## src/rtl/rv523_alu_pkg.sv

```systemverilog
// Shared types for the serial ALU controller: op codes, FSM states and op helpers.
package rv523_alu_pkg;

   localparam int unsigned OP_W = 3;

   typedef enum logic [OP_W-1:0] {
      ALU_ADD  = 3'd0,
      ALU_SUB  = 3'd1,
      ALU_AND  = 3'd2,
      ALU_OR   = 3'd3,
      ALU_XOR  = 3'd4,
      ALU_NOR  = 3'd5,
      ALU_SLTU = 3'd6,
      ALU_RSVD = 3'd7
   } alu_op_t;

   typedef enum logic [1:0] {
      IDLE = 2'd0,
      RUN  = 2'd1,
      DONE = 2'd2
   } ctrl_state_t;

   // The reserved code executes as NOR so the slice never sees it.
   function automatic alu_op_t op_normalize(input alu_op_t op);
      return (op == ALU_RSVD) ? ALU_NOR : op;
   endfunction

   // SUB and SLTU both run as A + ~B + 1.
   function automatic logic op_is_sub(input alu_op_t op);
      return (op == ALU_SUB) || (op == ALU_SLTU);
   endfunction

endpackage

```

## src/rtl/serial_alu_ctrl_if.sv

```systemverilog
// Request/response handshake bundle between decode, the serial ALU controller and writeback.
interface serial_alu_ctrl_if
   import rv523_alu_pkg::*;
#(
   parameter int unsigned WIDTH = 32
);

   logic             req_valid;
   logic             req_ready;
   alu_op_t          req_op;
   logic [WIDTH-1:0] req_a;
   logic [WIDTH-1:0] req_b;
   logic             rsp_valid;
   logic             rsp_ready;
   logic [WIDTH-1:0] rsp_data;
   logic             rsp_zero;

   modport master (
      output req_valid, req_op, req_a, req_b, rsp_ready,
      input  req_ready, rsp_valid, rsp_data, rsp_zero
   );

   modport slave (
      input  req_valid, req_op, req_a, req_b, rsp_ready,
      output req_ready, rsp_valid, rsp_data, rsp_zero
   );

endinterface

```

## src/rtl/serial_shreg.sv

```systemverilog
// Right-shifting register with parallel load; serial data enters at the MSB, leaves at bit 0.
module serial_shreg #(
   parameter int unsigned WIDTH = 32
) (
   input  logic             clk,
   input  logic             rst,
   input  logic             load_i,
   input  logic [WIDTH-1:0] load_val_i,
   input  logic             shift_i,
   input  logic             ser_i,
   output logic [WIDTH-1:0] par_o,
   output logic             ser_o
);

   logic [WIDTH-1:0] data_q;
   logic [WIDTH-1:0] data_d;

   // Load wins over shift.
   always_comb begin
      data_d = data_q;
      if (load_i) begin
         data_d = load_val_i;
      end else if (shift_i) begin
         data_d = {ser_i, data_q[WIDTH-1:1]};
      end
   end

   always_ff @(posedge clk or posedge rst) begin
      if (rst) begin
         data_q <= '0;
      end else begin
         data_q <= data_d;
      end
   end

   assign par_o = data_q;
   assign ser_o = data_q[0];

endmodule

```

## src/rtl/serial_alu_ctrl.sv

```systemverilog
// Drives an external 1-bit ALU slice over WIDTH cycles, LSB first, to execute one full-width op.
module serial_alu_ctrl
   import rv523_alu_pkg::*;
#(
   parameter int unsigned WIDTH = 32
) (
   input  logic                clk,
   input  logic                rst,
   serial_alu_ctrl_if.slave    alu_bus,
   output alu_op_t             slice_op_o,
   output logic                slice_a_o,
   output logic                slice_b_o,
   output logic                slice_cin_o,
   input  logic                slice_y_i,
   input  logic                slice_cout_i
);

   localparam int unsigned CNT_W = $clog2(WIDTH);

   ctrl_state_t      state_q, state_d;
   alu_op_t          op_q, op_d;
   logic             carry_q, carry_d;
   logic             zero_acc_q, zero_acc_d;
   logic [CNT_W-1:0] cnt_q, cnt_d;
   logic             req_ready_q, req_ready_d;
   logic             rsp_valid_q, rsp_valid_d;
   logic             rsp_zero_q, rsp_zero_d;

   logic             ab_load;
   logic             ab_shift;
   logic [WIDTH-1:0] b_load_val;
   logic             res_load;
   logic             res_shift;
   logic [WIDTH-1:0] res_load_val;

   logic             a_ser;
   logic             b_ser;
   logic [WIDTH-1:0] res_par;
   logic [WIDTH-1:0] a_par_unused;
   logic [WIDTH-1:0] b_par_unused;
   logic             res_ser_unused;

   serial_shreg #(.WIDTH(WIDTH)) u_a_shreg (
      .clk        (clk),
      .rst        (rst),
      .load_i     (ab_load),
      .load_val_i (alu_bus.req_a),
      .shift_i    (ab_shift),
      .ser_i      (1'b0),
      .par_o      (a_par_unused),
      .ser_o      (a_ser)
   );

   // B is stored pre-inverted for SUB/SLTU so the slice sees ~B directly.
   serial_shreg #(.WIDTH(WIDTH)) u_b_shreg (
      .clk        (clk),
      .rst        (rst),
      .load_i     (ab_load),
      .load_val_i (b_load_val),
      .shift_i    (ab_shift),
      .ser_i      (1'b0),
      .par_o      (b_par_unused),
      .ser_o      (b_ser)
   );

   serial_shreg #(.WIDTH(WIDTH)) u_res_shreg (
      .clk        (clk),
      .rst        (rst),
      .load_i     (res_load),
      .load_val_i (res_load_val),
      .shift_i    (res_shift),
      .ser_i      (slice_y_i),
      .par_o      (res_par),
      .ser_o      (res_ser_unused)
   );

   // Next-state and datapath control.
   always_comb begin
      state_d      = state_q;
      op_d         = op_q;
      carry_d      = carry_q;
      zero_acc_d   = zero_acc_q;
      cnt_d        = cnt_q;
      req_ready_d  = req_ready_q;
      rsp_valid_d  = rsp_valid_q;
      rsp_zero_d   = rsp_zero_q;
      ab_load      = 1'b0;
      ab_shift     = 1'b0;
      b_load_val   = alu_bus.req_b;
      res_load     = 1'b0;
      res_shift    = 1'b0;
      res_load_val = '0;

      unique case (state_q)
         IDLE: begin
            if (alu_bus.req_valid) begin
               op_d        = op_normalize(alu_bus.req_op);
               ab_load     = 1'b1;
               b_load_val  = op_is_sub(alu_bus.req_op) ? ~alu_bus.req_b : alu_bus.req_b;
               carry_d     = op_is_sub(alu_bus.req_op);
               cnt_d       = '0;
               zero_acc_d  = 1'b0;
               req_ready_d = 1'b0;
               state_d     = RUN;
            end
         end

         RUN: begin
            ab_shift   = 1'b1;
            res_shift  = 1'b1;
            carry_d    = slice_cout_i;
            zero_acc_d = zero_acc_q | slice_y_i;
            cnt_d      = cnt_q + CNT_W'(1);
            if (cnt_q == CNT_W'(WIDTH - 1)) begin
               cnt_d       = '0;
               carry_d     = 1'b0;
               rsp_valid_d = 1'b1;
               state_d     = DONE;
               // SLTU: a clear final carry means A < B.
               if (op_q == ALU_SLTU) begin
                  res_shift    = 1'b0;
                  res_load     = 1'b1;
                  res_load_val = {{(WIDTH-1){1'b0}}, ~slice_cout_i};
                  rsp_zero_d   = slice_cout_i;
               end else begin
                  rsp_zero_d   = ~(zero_acc_q | slice_y_i);
               end
            end
         end

         DONE: begin
            if (alu_bus.rsp_ready) begin
               rsp_valid_d = 1'b0;
               req_ready_d = 1'b1;
               state_d     = IDLE;
            end
         end

         default: begin
            state_d     = IDLE;
            req_ready_d = 1'b1;
            rsp_valid_d = 1'b0;
         end
      endcase
   end

   always_ff @(posedge clk or posedge rst) begin
      if (rst) begin
         state_q     <= IDLE;
         op_q        <= ALU_ADD;
         carry_q     <= 1'b0;
         zero_acc_q  <= 1'b0;
         cnt_q       <= '0;
         req_ready_q <= 1'b1;
         rsp_valid_q <= 1'b0;
         rsp_zero_q  <= 1'b0;
      end else begin
         state_q     <= state_d;
         op_q        <= op_d;
         carry_q     <= carry_d;
         zero_acc_q  <= zero_acc_d;
         cnt_q       <= cnt_d;
         req_ready_q <= req_ready_d;
         rsp_valid_q <= rsp_valid_d;
         rsp_zero_q  <= rsp_zero_d;
      end
   end

   assign alu_bus.req_ready = req_ready_q;
   assign alu_bus.rsp_valid = rsp_valid_q;
   assign alu_bus.rsp_data  = res_par;
   assign alu_bus.rsp_zero  = rsp_zero_q;

   assign slice_op_o  = op_q;
   assign slice_a_o   = a_ser;
   assign slice_b_o   = b_ser;
   assign slice_cin_o = carry_q;

endmodule
```

## src/flat_wrapper.sv

```systemverilog
// flat-port wrapper written by rule: the top's interface ports become plain ports
module serial_alu_ctrl_flat import rv523_alu_pkg::*;
#(
   parameter int unsigned WIDTH = 32
)
  (clk, rst, slice_op_o, slice_a_o, slice_b_o, slice_cin_o, slice_y_i, slice_cout_i, alu_bus_req_valid, alu_bus_req_op, alu_bus_req_a, alu_bus_req_b, alu_bus_rsp_ready, alu_bus_req_ready, alu_bus_rsp_valid, alu_bus_rsp_data, alu_bus_rsp_zero);
  serial_alu_ctrl_if #(.WIDTH(WIDTH)) alu_bus_i ();
  input  logic clk;
  input  logic rst;
  output alu_op_t slice_op_o;
  output logic slice_a_o;
  output logic slice_b_o;
  output logic slice_cin_o;
  input  logic slice_y_i;
  input  logic slice_cout_i;
  input wire logic [$bits(alu_bus_i.req_valid)-1:0] alu_bus_req_valid;
  input wire logic [$bits(alu_bus_i.req_op)-1:0] alu_bus_req_op;
  input wire logic [$bits(alu_bus_i.req_a)-1:0] alu_bus_req_a;
  input wire logic [$bits(alu_bus_i.req_b)-1:0] alu_bus_req_b;
  input wire logic [$bits(alu_bus_i.rsp_ready)-1:0] alu_bus_rsp_ready;
  output wire logic [$bits(alu_bus_i.req_ready)-1:0] alu_bus_req_ready;
  output wire logic [$bits(alu_bus_i.rsp_valid)-1:0] alu_bus_rsp_valid;
  output wire logic [$bits(alu_bus_i.rsp_data)-1:0] alu_bus_rsp_data;
  output wire logic [$bits(alu_bus_i.rsp_zero)-1:0] alu_bus_rsp_zero;
  assign alu_bus_i.req_valid = alu_bus_req_valid;
  assign alu_bus_i.req_op = alu_bus_req_op;
  assign alu_bus_i.req_a = alu_bus_req_a;
  assign alu_bus_i.req_b = alu_bus_req_b;
  assign alu_bus_i.rsp_ready = alu_bus_rsp_ready;
  assign alu_bus_req_ready = alu_bus_i.req_ready;
  assign alu_bus_rsp_valid = alu_bus_i.rsp_valid;
  assign alu_bus_rsp_data = alu_bus_i.rsp_data;
  assign alu_bus_rsp_zero = alu_bus_i.rsp_zero;
  serial_alu_ctrl #(.WIDTH(WIDTH)) u_core (.clk(clk), .rst(rst), .alu_bus(alu_bus_i), .slice_op_o(slice_op_o), .slice_a_o(slice_a_o), .slice_b_o(slice_b_o), .slice_cin_o(slice_cin_o), .slice_y_i(slice_y_i), .slice_cout_i(slice_cout_i));
endmodule
```

## config.mk

```make
export PLATFORM = sky130hd
export DESIGN_NAME = serial_alu_ctrl_flat
export DESIGN_NICKNAME = d
export VERILOG_FILES = /design/src/rtl/rv523_alu_pkg.sv /design/src/rtl/serial_alu_ctrl_if.sv /design/src/rtl/serial_shreg.sv /design/src/rtl/serial_alu_ctrl.sv /design/src/flat_wrapper.sv
export SDC_FILE = /design/constraint.sdc
export NUM_CORES = 1
export LEC_CHECK = 0
export CAP_MARGIN = 20
export CELL_PAD_IN_SITES_DETAIL_PLACEMENT = 1
export CELL_PAD_IN_SITES_GLOBAL_PLACEMENT = 1
export CORE_MARGIN = 2
export CORE_UTILIZATION = 30
export DETAILED_ROUTE_END_ITERATION = 7
export PLACE_DENSITY = 0.75
export REMOVE_ABC_BUFFERS = 1
export SYNTH_ARGS = -nofsm -noshare
export SYNTH_HDL_FRONTEND = slang
export SYNTH_SLANG_ARGS = --single-unit
```

## constraint.sdc

```tcl
create_clock -name clk -period 8.63 [get_ports clk]
set_input_delay 1.2945 -clock clk [delete_from_list [all_inputs] [get_ports clk]]
set_output_delay 1.2945 -clock clk [all_outputs]
set_load 0.005 [all_outputs]
```

# Word level (Yosys, flattened, before mapping)
# Cells that the tools add are included.
[totals]
register_bits = 111
latch_bits = 0
ramBits = 0
mem_bits_ro = 0
input_bits = 73
output_inout_bits = 41
elab_cells = 79
n_memories = 0
[op_classes]
n_addsub = 1
mul = 0
div = 0
n_lt_le_gt_ge = 0
n_eq_ne = 10
shifts = 0
muxes = 40
n_bitwise = 6
reduce_logical = 11
[ops]
columns = ["operator", "n"]
rows = [
  ["2-to-1 mux 32 bit", 11],
  ["inverter 32 bit", 1],
  ["2-to-1 mux 1 bit", 17],
  ["2-to-1 mux 5 bit", 2],
  ["one-hot mux 5 bit (2 select lines)", 1],
  ["== test 3 bit, second input constant", 3],
  ["AND reduction 3 bit", 3],
  ["2-to-1 mux 2 bit", 3],
  ["one-hot mux 1 bit (3 select lines)", 2],
  ["one-hot mux 2 bit (3 select lines)", 1],
  ["AND reduction 2 bit", 3],
  ["nonzero test 2 bit", 3],
  ["adder 5 x 1 -> 5 bit, second input constant", 1],
  ["== test 5 bit, second input constant", 1],
  ["!= test 2 bit, second input constant", 2],
  ["inverter 1 bit", 4],
  ["one-hot mux 1 bit (2 select lines)", 2],
  ["== test 3 x 1 -> 1 bit, second input constant", 1],
  ["2-to-1 mux 3 bit", 1],
  ["== test 2 x 1 -> 1 bit, second input constant", 1],
  ["== test 2 bit, second input constant", 1],
  ["logical NOT 2 bit", 1],
  ["!= test 2 x 1 -> 1 bit, second input constant", 1],
  ["logical OR 1 bit", 1],
  ["bitwise OR 1 bit", 1],
]

# Logic depth before layout (Yosys ltp)
[logic_depth]
word_depth = 6
ltp_mapped = 7
mapped_depth_nobuf = 6

# Cells and area by module
# From an unflattened synthesis, not the netlist that was laid out.
[unflattened]
cells_unflattened = 540
hier_area_um2 = 5918.2
[modules_own_cells]
columns = ["mod", "instances", "cells_per_inst", "area_per_inst_um2", "seq_area_each_um2"]
rows = [
  ["serial_shreg", 3, 141, 1526.5, 800.8],
  ["serial_alu_ctrl", 1, 117, 1338.8, 376.6],
]

# Least setup slack after synthesis
# OpenSTA, ideal clock, no wires.
[synth_path]
path_type = "input -> register"
start = "input alu_bus_req_op[1]"
end = "register u_core.u_b_shreg.data_q[10], in the netlist u_core.u_b_shreg.par_o[10]"
setup_ns = 0.069
t_arrival_ns = 2.309
t_required_ns = 8.561
setup_slack_ns = 6.252
cell_stages = 5
n_path_buf = 2
cell_sequence = "or3b_1 -> buf_4 -> buf_4 -> a211o_1 -> nand3_1"
[synth_between]
elab_chain_len = 6
elab_cells_between_ends = 7
classes_between = "2 x eq/ne; 4 x mux; 1 x reduce/logical"
[synth_rtl]
columns = ["item", "line", "rtl"]
rows = [
  ["from (decl)", "flat_wrapper.sv:17", "input wire logic [$bits(alu_bus_i.req_op)-1:0] alu_bus_req_op;"],
  ["== test 3 x 1 -> 1 bit or == test 3 bit (tied branches)", "rv523_alu_pkg.sv:30", "return (op == ALU_SUB) || (op == ALU_SLTU);"],
  ["logical OR 1 bit (*)", "rv523_alu_pkg.sv:30", ""],
  ["2-to-1 mux 32 bit (*)", "serial_alu_ctrl.sv:99", "b_load_val = op_is_sub(alu_bus.req_op) ? ~alu_bus.req_b : alu_bus.req_b;"],
  ["2-to-1 mux 32 bit (*)", "serial_alu_ctrl.sv:96", "if (alu_bus.req_valid) begin"],
  ["2-to-1 mux 32 bit (*)", "serial_alu_ctrl.sv:94", "unique case (state_q)"],
  ["2-to-1 mux 32 bit (*)", "serial_shreg.sv:21", "if (load_i) begin"],
  ["to (signal assigned)", "serial_shreg.sv:32", "data_q <= data_d;"],
  ["to (decl)", "serial_shreg.sv:15", "logic [WIDTH-1:0] data_q;"],
]
# Mark *: on every way between the ends. The rest lies on a longest branch, timed or not.
# A chain may end at the register's enable or synchronous reset.

# Worst setup path in the final report
[layout_path]
start = "input alu_bus_req_valid"
end = "register u_core.u_b_shreg.data_q[8], in the netlist u_core.u_b_shreg.par_o[8]"
[layout_between]
elab_chain_len = 3
elab_cells_between_ends = 6
classes_between = "5 x mux; 1 x reduce/logical"
[layout_rtl]
columns = ["item", "line", "rtl"]
rows = [
  ["from (decl)", "flat_wrapper.sv:16", "input wire logic [$bits(alu_bus_i.req_valid)-1:0] alu_bus_req_valid;"],
  ["2-to-1 mux 32 bit or 2-to-1 mux 1 bit (tied branches)", "serial_alu_ctrl.sv:96", ""],
  ["2-to-1 mux 32 bit or 2-to-1 mux 1 bit (tied branches)", "serial_alu_ctrl.sv:94", ""],
  ["2-to-1 mux 32 bit or nonzero test 2 bit (tied branches)", "--", ""],
]
# Parallel ways exist; a longest one is shown, timed or not.

==> PnR_summary.wiki <==
{| class="wikitable"
! Metric !! Value
|-
| MaxCap Viol Count || 0
|-
| Share of flip-flops with an asynchronous set or reset after synthesis || 100.0%
|-
| Setup TNS || 0 ns
|-
| Antenna violations before repair || 0
|-
| Number of distinct library cell variants in the gate-level netlist after synthesis || 39
|-
| Relative contribution of combinational cells to total power || 36.0%
|-
| Clock buffers created by TritonCTS || 9
|-
| Sequential-to-total area share from yosys stat || around half
|-
| Fraction of power consumed by sequential logic || 44.7%
|-
| Aggregate routed wire length || between 15000 and 20000 um
|-
| Count of boundary I/O pins || around 110
|-
| Top flip-flop cell by instance count after synthesis || sky130_fd_sc_hd__dfrtp_1
|-
| # rows || 49
|-
| Post-CTS Hold Fix Bufs || 0
|-
| Final clock skew || 0.01120 ns
|-
| Required time at the endpoint of the critical path || ~9 ns
|-
| Yosys Warn Count || 0
|-
| Number of diodes added for antenna fixing || 0
|-
| Setup violations, final || 0
|-
| Fmax achieved || between 300 and 400 MHz
|-
| Netlist area before placement || roughly 5600 um2
|-
| Start-to-end type of the worst setup path || primary input to flop
|-
| Global-route wire length before repair || roughly 26000 um
|-
| Minimum period implied by the final worst setup slack || ~3.1 ns
|-
| Number of global-route vias before repair || 5041
|-
| Internal cell power || 1.332 mW
|-
| Core footprint || around 18000 um2
|-
| Count of placed standard cells including taps || about 890
|-
| Final layout net count || 746
|-
| EDFF count, synth || 0
|-
| DRC errors left || 0
|-
| Period utilisation layout || between 30 and 40%
|-
| Multi-input logic area || between 2000 and 3000 um2
|-
| Chip width || between 100 and 150 um
|-
| Fill cell instance count of the final layout || 2053
|-
| Register cell area after layout || approximately 2800 um2
|-
| Power Dens Cells || between 200 and 300 nW/um2
|-
| Slew at the pin with the worst max-slew slack || roughly 1.1 ns
|-
| Count of state elements after synthesis || roughly 110
|-
| Area leader, netlist || sky130_fd_sc_hd__dfrtp_1
|-
| Starting density of the core || 30.81%
|-
| Maximum net fanout on the critical path || 36
|-
| Layout overhead on the synthesized area || 26.97%
|-
| 1st-iter DRT viols || roughly 260
|-
| Post-Syn Instances || between 500 and 600
|-
| Number of H-tree levels || 3
|-
| Global router's overall resource usage || between 10% and 20%
|-
| Setup repair after global routing missed its margin || false
|-
| Clock Tree Root || sky130_fd_sc_hd__clkbuf_16
|-
| Worst hold slack || roughly 0.5 ns
|-
| Slack of the worst reg-to-reg path || 5.75 ns
|-
| Final slew viol count || 0
|-
| Final core occ || 39.11%
|-
| Synthesized area per cell || around 9.3 um2
|-
| TritonCTS Sinks || between 100 and 150
|-
| Overall Power || approximately 2.1 mW
|-
| Worst-case headroom to the max-slew limit || around 28%
|-
| First-pass iteration count of the detailed router || 4
|-
| Via total after detailed routing || 4940
|-
| Switching power share of the total || between 30% and 40%
|-
| Most used cells in the layout excluding fill and tap cells || 113 x sky130_fd_sc_hd__clkdlybuf4s50_1, 108 x sky130_fd_sc_hd__dfrtp_1, 78 x sky130_fd_sc_hd__nand2_1
|-
| Pin count of the biggest net entering global routing || 76
|-
| Clock network fraction of design power || 19.2%
|-
| Top cells by area in the synthesized netlist || sky130_fd_sc_hd__dfrtp_1 49%, sky130_fd_sc_hd__a22oi_1 6.7%, sky130_fd_sc_hd__a21oi_1 5.8%
|-
| Post-CTS setup repair buffer count || 0
|-
| Share of the synthesized area in the top cell type || 49.24%
|-
| Most common library cell in the layout ignoring fill and taps || sky130_fd_sc_hd__clkdlybuf4s50_1
|-
| CTS tree || built
|-
| Floorplan die area || 19740 um2
|-
| Filler-free cell count of the finished design || roughly 900
|-
| Critical path arrival || about 3.4 ns
|-
| Per-cell routed wire length || approximately 17 um
|-
| Final Hold Viols || 0
|-
| Power dissipated by switching net loads || 0.7360 mW
|-
| Latest clock arrival within the worst-skew pair || 0.36 ns
|-
| Worst-path clk slew || roughly 0.080 ns
|-
| Port bufs || roughly 110
|-
| Aggregate global routing overflow || 0
|-
| Post-detailed-route via-to-cell ratio || 5.471
|-
| Status || completed
|-
| Fraction of layout instances using a drive strength above 1 || roughly 5.3%
|-
| Leakage dissipation || just under 3 nW
|-
| Number of antenna-violating nets in the routed design || 0
|-
| Placer congestion estimate || 0.7231
|-
| Buffer levels on the longest clock path || 2
|-
| Height of the die || around 140 um
|-
| Post-CTS Resized || 0
|-
| Worst hold path type || flop to flop
|-
| Crit path capture type || flop
|-
| Worst Setup Start Kind || primary input
|-
| Hpwl dp || about 10000 um
|-
| Worst voltage drop across the vdd grid || 113.8 uV
|}
## per-stage QoR
step                      instance area, um2  worst slack (ns)
after global placement                  6798             5.212
final                                   7098             5.525
after detailed placement                6798             5.163
after CTS                               7068             5.540
after global routing                    7098             5.346
after floorplan                         5286             4.203
## worst paths after layout
kind                                             from  depth (start not counted)                          end
max in group asynchronous                         rst                          3            u_core.state_q[1]
max reg2reg                         u_core.state_q[0]                          4   u_core.u_a_shreg.par_o[27]
min in group asynchronous                         rst                          2  u_core.u_res_shreg.par_o[9]
min reg2reg                u_core.u_b_shreg.par_o[30]                          2   u_core.u_b_shreg.par_o[30]
max                                 alu_bus_req_valid                          5    u_core.u_b_shreg.par_o[8]
min                        u_core.u_b_shreg.par_o[30]                          2   u_core.u_b_shreg.par_o[30]
## critical path, cell delays in order
cell and delay (ns):
sky130_fd_sc_hd__clkdlybuf4s50_1 0.45, sky130_fd_sc_hd__buf_4 0.34, sky130_fd_sc_hd__or3b_1 0.80, sky130_fd_sc_hd__a211o_1 0.40
sky130_fd_sc_hd__nand3_1 0.09
## area by class of cell
type                       count  area share [%]
timing repair buffer         123           17.20
tap                          229           4.037
inverter                       3          0.1939
multi-input combinational    422           35.57
clock inverter                 6          0.6346
clock buffer                   9           3.173
sequential                   111           39.19
## power groups by stage
stage | clock network [mW] | registers, mW | logic (mW)
floorplan | 0 | 0.884 | 0.421
global placement | 0 | 0.919 | 0.712
detailed placement | 0 | 0.937 | 0.754
CTS | 0.409 | 0.926 | 0.756
global route | 0.428 | 0.959 | 0.838
finish | 0.398 | 0.925 | 0.745
## metal layers
layer	track usage, %	vias to the layer above	routed length (um)
met5	0	-	0
met4	5.211	0	239
met3	2.462	15	628
met2	27.40	118	7714
met1	21.11	2487	7087
li1	-	2320	-
## logic make-up (layout without fill, tap and decap cells)
family	after synthesis	in the layout	synth area share, %
buffers and inverters	66	141	5.640
multiplexers	3	3	0.5372
flip-flops	111	111	49.71
AND/OR/NAND/NOR	198	198	18.46
AO/OA/AOI/OAI	218	218	24.98
adder cells (fa/ha/maj)	3	3	0.6715
## cells in the mapped netlist, types with 12 or more instances
cell,instances
sky130_fd_sc_hd__a211oi_1,12
sky130_fd_sc_hd__nand4_1,20
sky130_fd_sc_hd__clkbuf_1,33
sky130_fd_sc_hd__a21o_1,12
sky130_fd_sc_hd__a21oi_1,65
sky130_fd_sc_hd__a22oi_1,50
sky130_fd_sc_hd__nand3_1,37
sky130_fd_sc_hd__nor2b_1,32
sky130_fd_sc_hd__dfrtp_1,110
sky130_fd_sc_hd__a211o_1,20
sky130_fd_sc_hd__nand2_1,78
sky130_fd_sc_hd__and3b_1,12
sky130_fd_sc_hd__a31oi_1,13
sky130_fd_sc_hd__buf_2,15
sky130_fd_sc_hd__o21ai_0,37
## flip-flops by register name (all words and copies together), names as in the netlist, 2 cells and up
signal,count
u_core.u_a_shreg.par_o,32
u_core.cnt_q,5
u_core.slice_op_o,3
u_core.u_res_shreg.par_o,32
u_core.u_b_shreg.par_o,32
u_core.state_q,2
Power figures use the tool's default switching activity.
